$ cat src/rtl/skinny_sbox_pkg.sv
// skinny_sbox_pkg: shared constants and FSM state type for the masked Skinny S-box layer sequencer
package skinny_sbox_pkg;
  localparam int SBOX_LATENCY = 5;
  localparam int NUM_NIBBLES = 16;
  localparam int RND_WIDTH = 8;
  typedef enum logic [2:0] {IDLE, WAIT_RND, FEED, DRAIN, DONE} ctrl_state_t;
endpackage

$ cat src/rtl/sbox_share_collector.sv
// sbox_share_collector: valid tag pipe tracking nibbles in flight through the S-box, plus per-share result shift registers
//   clk, rst_n      : clock, asynchronous active-low reset
//   clr_tag         : flush the tag pipe (new pass or underrun)
//   clr_out         : zero both result registers
//   push            : tag bit entering the pipe this cycle (1 = real nibble issued)
//   y_s0 / y_s1     : S-box result shares
//   out_s0 / out_s1 : reassembled result shares, nibble i at [4i+3:4i]
module sbox_share_collector
  import skinny_sbox_pkg::*;
#(
  parameter int LAT = SBOX_LATENCY,
  parameter int W = 4 * NUM_NIBBLES
) (
  input  logic         clk,
  input  logic         rst_n,
  input  logic         clr_tag,
  input  logic         clr_out,
  input  logic         push,
  input  logic [3:0]   y_s0,
  input  logic [3:0]   y_s1,
  output logic [W-1:0] out_s0,
  output logic [W-1:0] out_s1
);
  logic [LAT-1:0] tag;
  // each share has its own chain; results enter at the MSB so the first nibble ends up at the LSB
  always_ff @(posedge clk or negedge rst_n) begin
    if (!rst_n) begin
      tag <= '0;
      out_s0 <= '0;
      out_s1 <= '0;
    end else begin
      tag <= clr_tag ? '0 : {tag[LAT-2:0], push};
      if (clr_out) begin
        out_s0 <= '0;
        out_s1 <= '0;
      end else if (tag[LAT-1]) begin
        out_s0 <= {y_s0, out_s0[W-1:4]};
        out_s1 <= {y_s1, out_s1[W-1:4]};
      end
    end
  end
endmodule

$ cat src/rtl/skinny_sbox_layer_ctrl.sv
// skinny_sbox_layer_ctrl: serialises a two-share 64-bit Skinny state through one pipelined HPC1 S-box, nibble per cycle
//   start, state_in_s0/s1          : pass request and input shares (sampled in IDLE)
//   busy, done, err                : pass in progress, result-valid pulse, sticky randomness underrun
//   state_out_s0/s1                : result shares, stable from done until next accepted start
//   sbox_x_s0/s1, sbox_y_s0/s1     : nibble shares to / results from the external S-box
//   sbox_fresh                     : S-box fresh randomness
//   rnd_req, rnd_valid, rnd_data   : PRNG handshake
// Build option SBOX_CTRL_ZEROIZE_EN: consumed input nibbles are zeroed, sbox_x is 0 outside FEED,
// and result registers are cleared on accepted start.
module skinny_sbox_layer_ctrl
  import skinny_sbox_pkg::*;
(
  input  logic                 clk,
  input  logic                 rst_n,
  input  logic                 start,
  input  logic [63:0]          state_in_s0,
  input  logic [63:0]          state_in_s1,
  output logic                 busy,
  output logic                 done,
  output logic                 err,
  output logic [63:0]          state_out_s0,
  output logic [63:0]          state_out_s1,
  output logic [3:0]           sbox_x_s0,
  output logic [3:0]           sbox_x_s1,
  input  logic [3:0]           sbox_y_s0,
  input  logic [3:0]           sbox_y_s1,
  output logic [RND_WIDTH-1:0] sbox_fresh,
  output logic                 rnd_req,
  input  logic                 rnd_valid,
  input  logic [RND_WIDTH-1:0] rnd_data
);
  localparam int W = 4 * NUM_NIBBLES;
  localparam int CW = $clog2(NUM_NIBBLES);
`ifdef SBOX_CTRL_ZEROIZE_EN
  localparam logic ZEROIZE = 1'b1;
`else
  localparam logic ZEROIZE = 1'b0;
`endif
  ctrl_state_t state;
  logic [CW-1:0] cnt;
  logic [W-1:0] sr0, sr1;
  logic [3:0] hold0, hold1;
  logic [RND_WIDTH-1:0] fresh_q;
  logic accept, feed, drain, underrun;
  assign accept = state == IDLE && start;
  assign feed = state == FEED;
  assign drain = state == DRAIN;
  // every FEED/DRAIN cycle clocks the S-box and needs a fresh word
  assign underrun = (feed || drain) && !rnd_valid;
  assign sbox_fresh = (feed || drain) ? rnd_data : fresh_q;
  assign sbox_x_s0 = feed ? sr0[3:0] : (ZEROIZE ? 4'h0 : hold0);
  assign sbox_x_s1 = feed ? sr1[3:0] : (ZEROIZE ? 4'h0 : hold1);
  always_ff @(posedge clk or negedge rst_n) begin
    if (!rst_n) begin
      state <= IDLE;
      cnt <= '0;
      busy <= 1'b0;
      done <= 1'b0;
      err <= 1'b0;
      rnd_req <= 1'b0;
    end else begin
      done <= 1'b0;
      case (state)
        IDLE: if (start) begin
          state <= WAIT_RND;
          busy <= 1'b1;
          rnd_req <= 1'b1;
          err <= 1'b0;
        end
        WAIT_RND: if (rnd_valid) begin
          state <= FEED;
          cnt <= '0;
        end
        FEED: if (!rnd_valid) begin
          state <= IDLE;
          busy <= 1'b0;
          rnd_req <= 1'b0;
          err <= 1'b1;
        end else if (cnt == CW'(NUM_NIBBLES - 1)) begin
          state <= DRAIN;
          cnt <= '0;
        end else cnt <= cnt + 1'b1;
        DRAIN: if (!rnd_valid) begin
          state <= IDLE;
          busy <= 1'b0;
          rnd_req <= 1'b0;
          err <= 1'b1;
        end else if (cnt == CW'(SBOX_LATENCY - 1)) begin
          state <= DONE;
          done <= 1'b1;
          rnd_req <= 1'b0;
        end else cnt <= cnt + 1'b1;
        DONE: begin
          state <= IDLE;
          busy <= 1'b0;
        end
        default: state <= IDLE;
      endcase
    end
  end
  // input shares rotate (or drain to zero) so the next nibble is always at the LSB
  always_ff @(posedge clk or negedge rst_n) begin
    if (!rst_n) begin
      sr0 <= '0;
      sr1 <= '0;
      hold0 <= '0;
      hold1 <= '0;
      fresh_q <= '0;
    end else begin
      if (accept) begin
        sr0 <= state_in_s0;
        sr1 <= state_in_s1;
      end else if (feed) begin
        sr0 <= {ZEROIZE ? 4'h0 : sr0[3:0], sr0[W-1:4]};
        sr1 <= {ZEROIZE ? 4'h0 : sr1[3:0], sr1[W-1:4]};
        hold0 <= sr0[3:0];
        hold1 <= sr1[3:0];
      end
      if ((feed || drain) && rnd_valid) fresh_q <= rnd_data;
    end
  end
  sbox_share_collector #(.LAT(SBOX_LATENCY), .W(W)) u_coll (
    .clk(clk),
    .rst_n(rst_n),
    .clr_tag(accept || underrun),
    .clr_out(underrun || (ZEROIZE && accept)),
    .push(feed),
    .y_s0(sbox_y_s0),
    .y_s1(sbox_y_s1),
    .out_s0(state_out_s0),
    .out_s1(state_out_s1)
  );
endmodule
$ cat config.mk
export PLATFORM = sky130hd
export DESIGN_NAME = skinny_sbox_layer_ctrl
export DESIGN_NICKNAME = d
export VERILOG_FILES = /design/src/rtl/skinny_sbox_pkg.sv /design/src/rtl/sbox_share_collector.sv /design/src/rtl/skinny_sbox_layer_ctrl.sv
export SDC_FILE = /design/constraint.sdc
export NUM_CORES = 1
export LEC_CHECK = 0
export CORE_AREA = 4 4 198 181
export DETAILED_ROUTE_END_ITERATION = 12
export DIE_AREA = 0 0 202 185
export MAX_ROUTING_LAYER = met4
export PLACE_DENSITY = 0.68
export SLEW_MARGIN = 20
export SYNTH_ARGS = -nofsm -noshare
export SYNTH_HDL_FRONTEND = slang
export SYNTH_HIERARCHICAL = 1
export SYNTH_SLANG_ARGS = --single-unit
$ cat constraint.sdc
create_clock -name clk -period 3.4 [get_ports clk]
set_input_delay 1.02 -clock clk [delete_from_list [all_inputs] [get_ports clk]]
set_output_delay 1.02 -clock clk [all_outputs]
set_load 0.01 [all_outputs]
==> key figures <==
Finish
  – Final core occ: 0.501
  – Cell Count, Final, Fillers Out: 1754
  – Layout cells sized above 1: 0.0939
  – Final #Nets: about 1400
  – Area delta synth->final: 36.3%

Pwr
  – Leak pwr: 8.07 nW
  – Pwr dens: 730 mW/mm2
  – Final Total Pwr: ~0.012 W
  – Max VDD drop: slightly above 500 uV

Logic synthesis
  – Syn nets: approximately 1100
  – Synthesized area per cell: 12.6 um2
  – Register area share after synthesis: 0.582
  – Post-synthesis cell type count: 35
  – Ys Warns: 6
  – Seq cells post-synth: 288
  – Post-synthesis instance total: 984
  – Synthesized area: 0.0124 mm2

Detailed routing
  – Routed wire length: 31200 um
  – Routed vias: slightly below 9000
  – DRC errors left: 0
  – WL/cell: between 15 and 20 um
  – DR pass1 iterations: 4
  – Initial DRC Count: 396
  – Routed vias/inst: 5.00
  – Post-DRT Antenna Nets: 0

Critical path
  – Maximum fanout along the worst path: 8
  – CP bufs+invs: 2
  – Top delay family on crit path: buffers and inverters
  – Kind of critical path: reg2out
  – CP peak stage delay: 480 ps
  – Critical Path, Cell by Cell: nor3b_4 -> buf_12 -> mux2_2 -> clkdlybuf4s50_1
  – Crit path DAT: 2280 ps
  – Startpoint Class: flip-flop
  – Reg2Reg Depth: 7
  – CP max stage cell: clkdlybuf4s50_1
  – R2r startpoint: state[1]
  – Flop-to-flop setup slack: 1110 ps
  – CP Depth: 4
  – CP required: 2380 ps
  – Worst R2R End: sr1[5]
  – Worst setup EP type: primary output

Die
  – Ports: 296
  – Core Rows: 64
  – Initial Util: 0.367
  – Die Width: 202 um
  – Core area: ~0.034 mm2
  – Die area: 0.0374 mm2
  – DIE HEIGHT: 185 um

Timing
  – Max Clk Rate: between 300 and 400 MHz
  – Slew Viols, Final: 0
  – TNS Setup: 0 ps
  – Endpoints failing hold: 0
  – Slew HR: 0.547
  – Final worst-path cycle share: 0.970
  – Final Skew: 9.89 ps
  – Crit path time final: 3300 ps
  – Worst Slack Setup Final: 103 ps
  – Worst Max-Slew Pin Slew: 679 ps
  – Endpoints failing setup: 0

GRT
  – GR Overflow Total: 0
  – Antenna violations before repair: 3
  – Overall routing resource usage: 0.166
  – Largest net degree at the start of global routing: 129
  – Vias in the first global route: 8839
  – First-pass GRT wire length: 49300 um

Hold path
  – Hold Path Sink: u_coll/tag[4]
  – Min-delay worst type: reg2reg
  – Worst hold start: u_coll/tag[3]
  – Worst hold path depth: 1

Clocking
  – Cts-stage hold buffer count: 0
  – Worst-Skew Late Latency: approximately 560 ps
  – Root buf cell: clkbuf_16
  – CTS Buffer Depth: 3
  – CTS clk-pin slew, worst paths: 60 ps
  – Clock buffer count from CTS: 31
  – TritonCTS clock tree: built
  – Max H-tree Level: 1
  – Clock Sink Count: 288

Job
  – Max Cap Viol: 0

Placed design
  – Pre-CTS WS: 234 ps
  – Port Buf Inserts: 295
  – Routability-driven placement congestion ratio: a little under 0.8
  – Cell count after placement: roughly 1700
  – Detailed placement HPWL: 20700 um

Run status
  – Status: completed
power by group:
| group | total, W | switching, W | internal (W) |
|---|---|---|---|
| Combinational | 0.00377 | 0.00171 | 0.00205 |
| Clock | 0.00354 | 0.00134 | 0.00220 |
| Sequential | 0.00502 | 0.000636 | 0.00439 |
| Total | 0.0123 | 0.00369 | 0.00863 |
synthesized netlist by cell type (all sizes together):
cell    count  area share
nand2      26      0.0079
buf        63       0.042
a22o      128       0.091
nor4b       1      0.0019
nor3b       1      0.0010
a21oi       2     0.00081
a221oi      2      0.0014
nor2b       6      0.0030
clkbuf     16      0.0048
or4         1     0.00061
a211oi      1      0.0010
o221ai      1     0.00071
a21o      129       0.078
a311oi      1     0.00071
o31a        1     0.00071
mux2       24       0.022
ha          2      0.0020
and4        1     0.00071
o22ai       1     0.00051
o21ai       5      0.0020
nor2      133       0.040
nor3        1     0.00040
nand3b      2      0.0012
inv         6      0.0018
mux2i     130        0.11
and4b       1     0.00081
nand2b      4      0.0020
nand3       3      0.0012
a31oi       1     0.00051
nand4b      3      0.0021
dfrtp     288        0.58
state kept, by name, summed over array words and instances (netlist names), 5 cells and up:
name           count
fresh_q            8
u_coll/out_s0     64
sr1               64
u_coll/tag         5
sr0               64
u_coll/out_s1     64
metrics by stage:
stage	hold slack [ps]	instance area (um2)
after floorplan	439	12400
after global placement	441	15600
after detailed placement	455	15600
after CTS	463	16900
after global routing	483	16900
final	462	16900
layout make-up:
cell class                 instances  area, um2
antenna                            3       7.51
fill                            3034      16800
multi-input combinational        611       4600
timing repair buffer             329       3380
clock buffer                      45        938
inverter                           6       22.5
sequential                       288       7210
tap                              462        578
clock inverter                    10        154
per-layer routing:
layer | global-route usage | share of wire | vias up
met2 | 0.245 | 0.44 | 268
met1 | 0.226 | 0.46 | 4361
li1 | - | - | 4091
met3 | 0.0543 | 0.084 | 50
met4 | 0.0342 | 0.022 | 0
met5 | - | 0 | -
how the worst max path moves through the flow:
stage | startpoint | endpoint | slack [ps]
2_1_floorplan | state[2] | sbox_x_s0[0] | 920
3_3_place_gp | rnd_data[6] | sbox_fresh[6] | 250
3_5_place_dp | rnd_data[4] | sbox_fresh[4] | 230
4_1_cts | state[2] | sbox_x_s1[1] | 40
5_1_grt | state[2] | sbox_fresh[0] | -6
6_report | state[2] | sbox_x_s1[1] | 100
layout by cell type, fill, tap and decap left out, drive strengths merged, types with 2 or more instances in the layout:
| master | instances |
|---|---|
| nand2b | 4 |
| clkbuf | 45 |
| nand2 | 26 |
| mux2 | 24 |
| diode | 3 |
| nor2 | 133 |
| a22o | 128 |
| nor2b | 6 |
| bufbuf | 2 |
| nand4b | 3 |
| nand3b | 2 |
| a21oi | 2 |
| dfrtp | 288 |
| bufinv | 4 |
| nand3 | 3 |
| o21ai | 5 |
| inv | 6 |
| a221oi | 2 |
| clkinv | 6 |
| a21o | 129 |
| clkdlybuf4s50 | 294 |
| mux2i | 130 |
| ha | 2 |
| buf | 33 |
worst reg2reg max path, delay by kind of cell, from the launching register on:
family	cells	cell delay, ps
AND/OR/NAND/NOR	2	600
flip-flops	1	420
AO/OA/AOI/OAI	1	260
buffers and inverters	4	960
cell families after synthesis:
family,synth area share
AO/OA/AOI/OAI,0.177
adder cells (fa/ha/maj),0.00202
buffers and inverters,0.0489
flip-flops,0.582
multiplexers,0.127
AND/OR/NAND/NOR,0.0632
timing repair:
item | in CTS | in global routing
endpoints found under the hold margin | 0 | 0
buffers inserted | 9 | 0
cloned | 2 | 0
pin swaps | 1 | 0
setup endpoints to repair | 16 | 1
gates resized for setup | 3 | 1
Power figures use the tool's default switching activity.
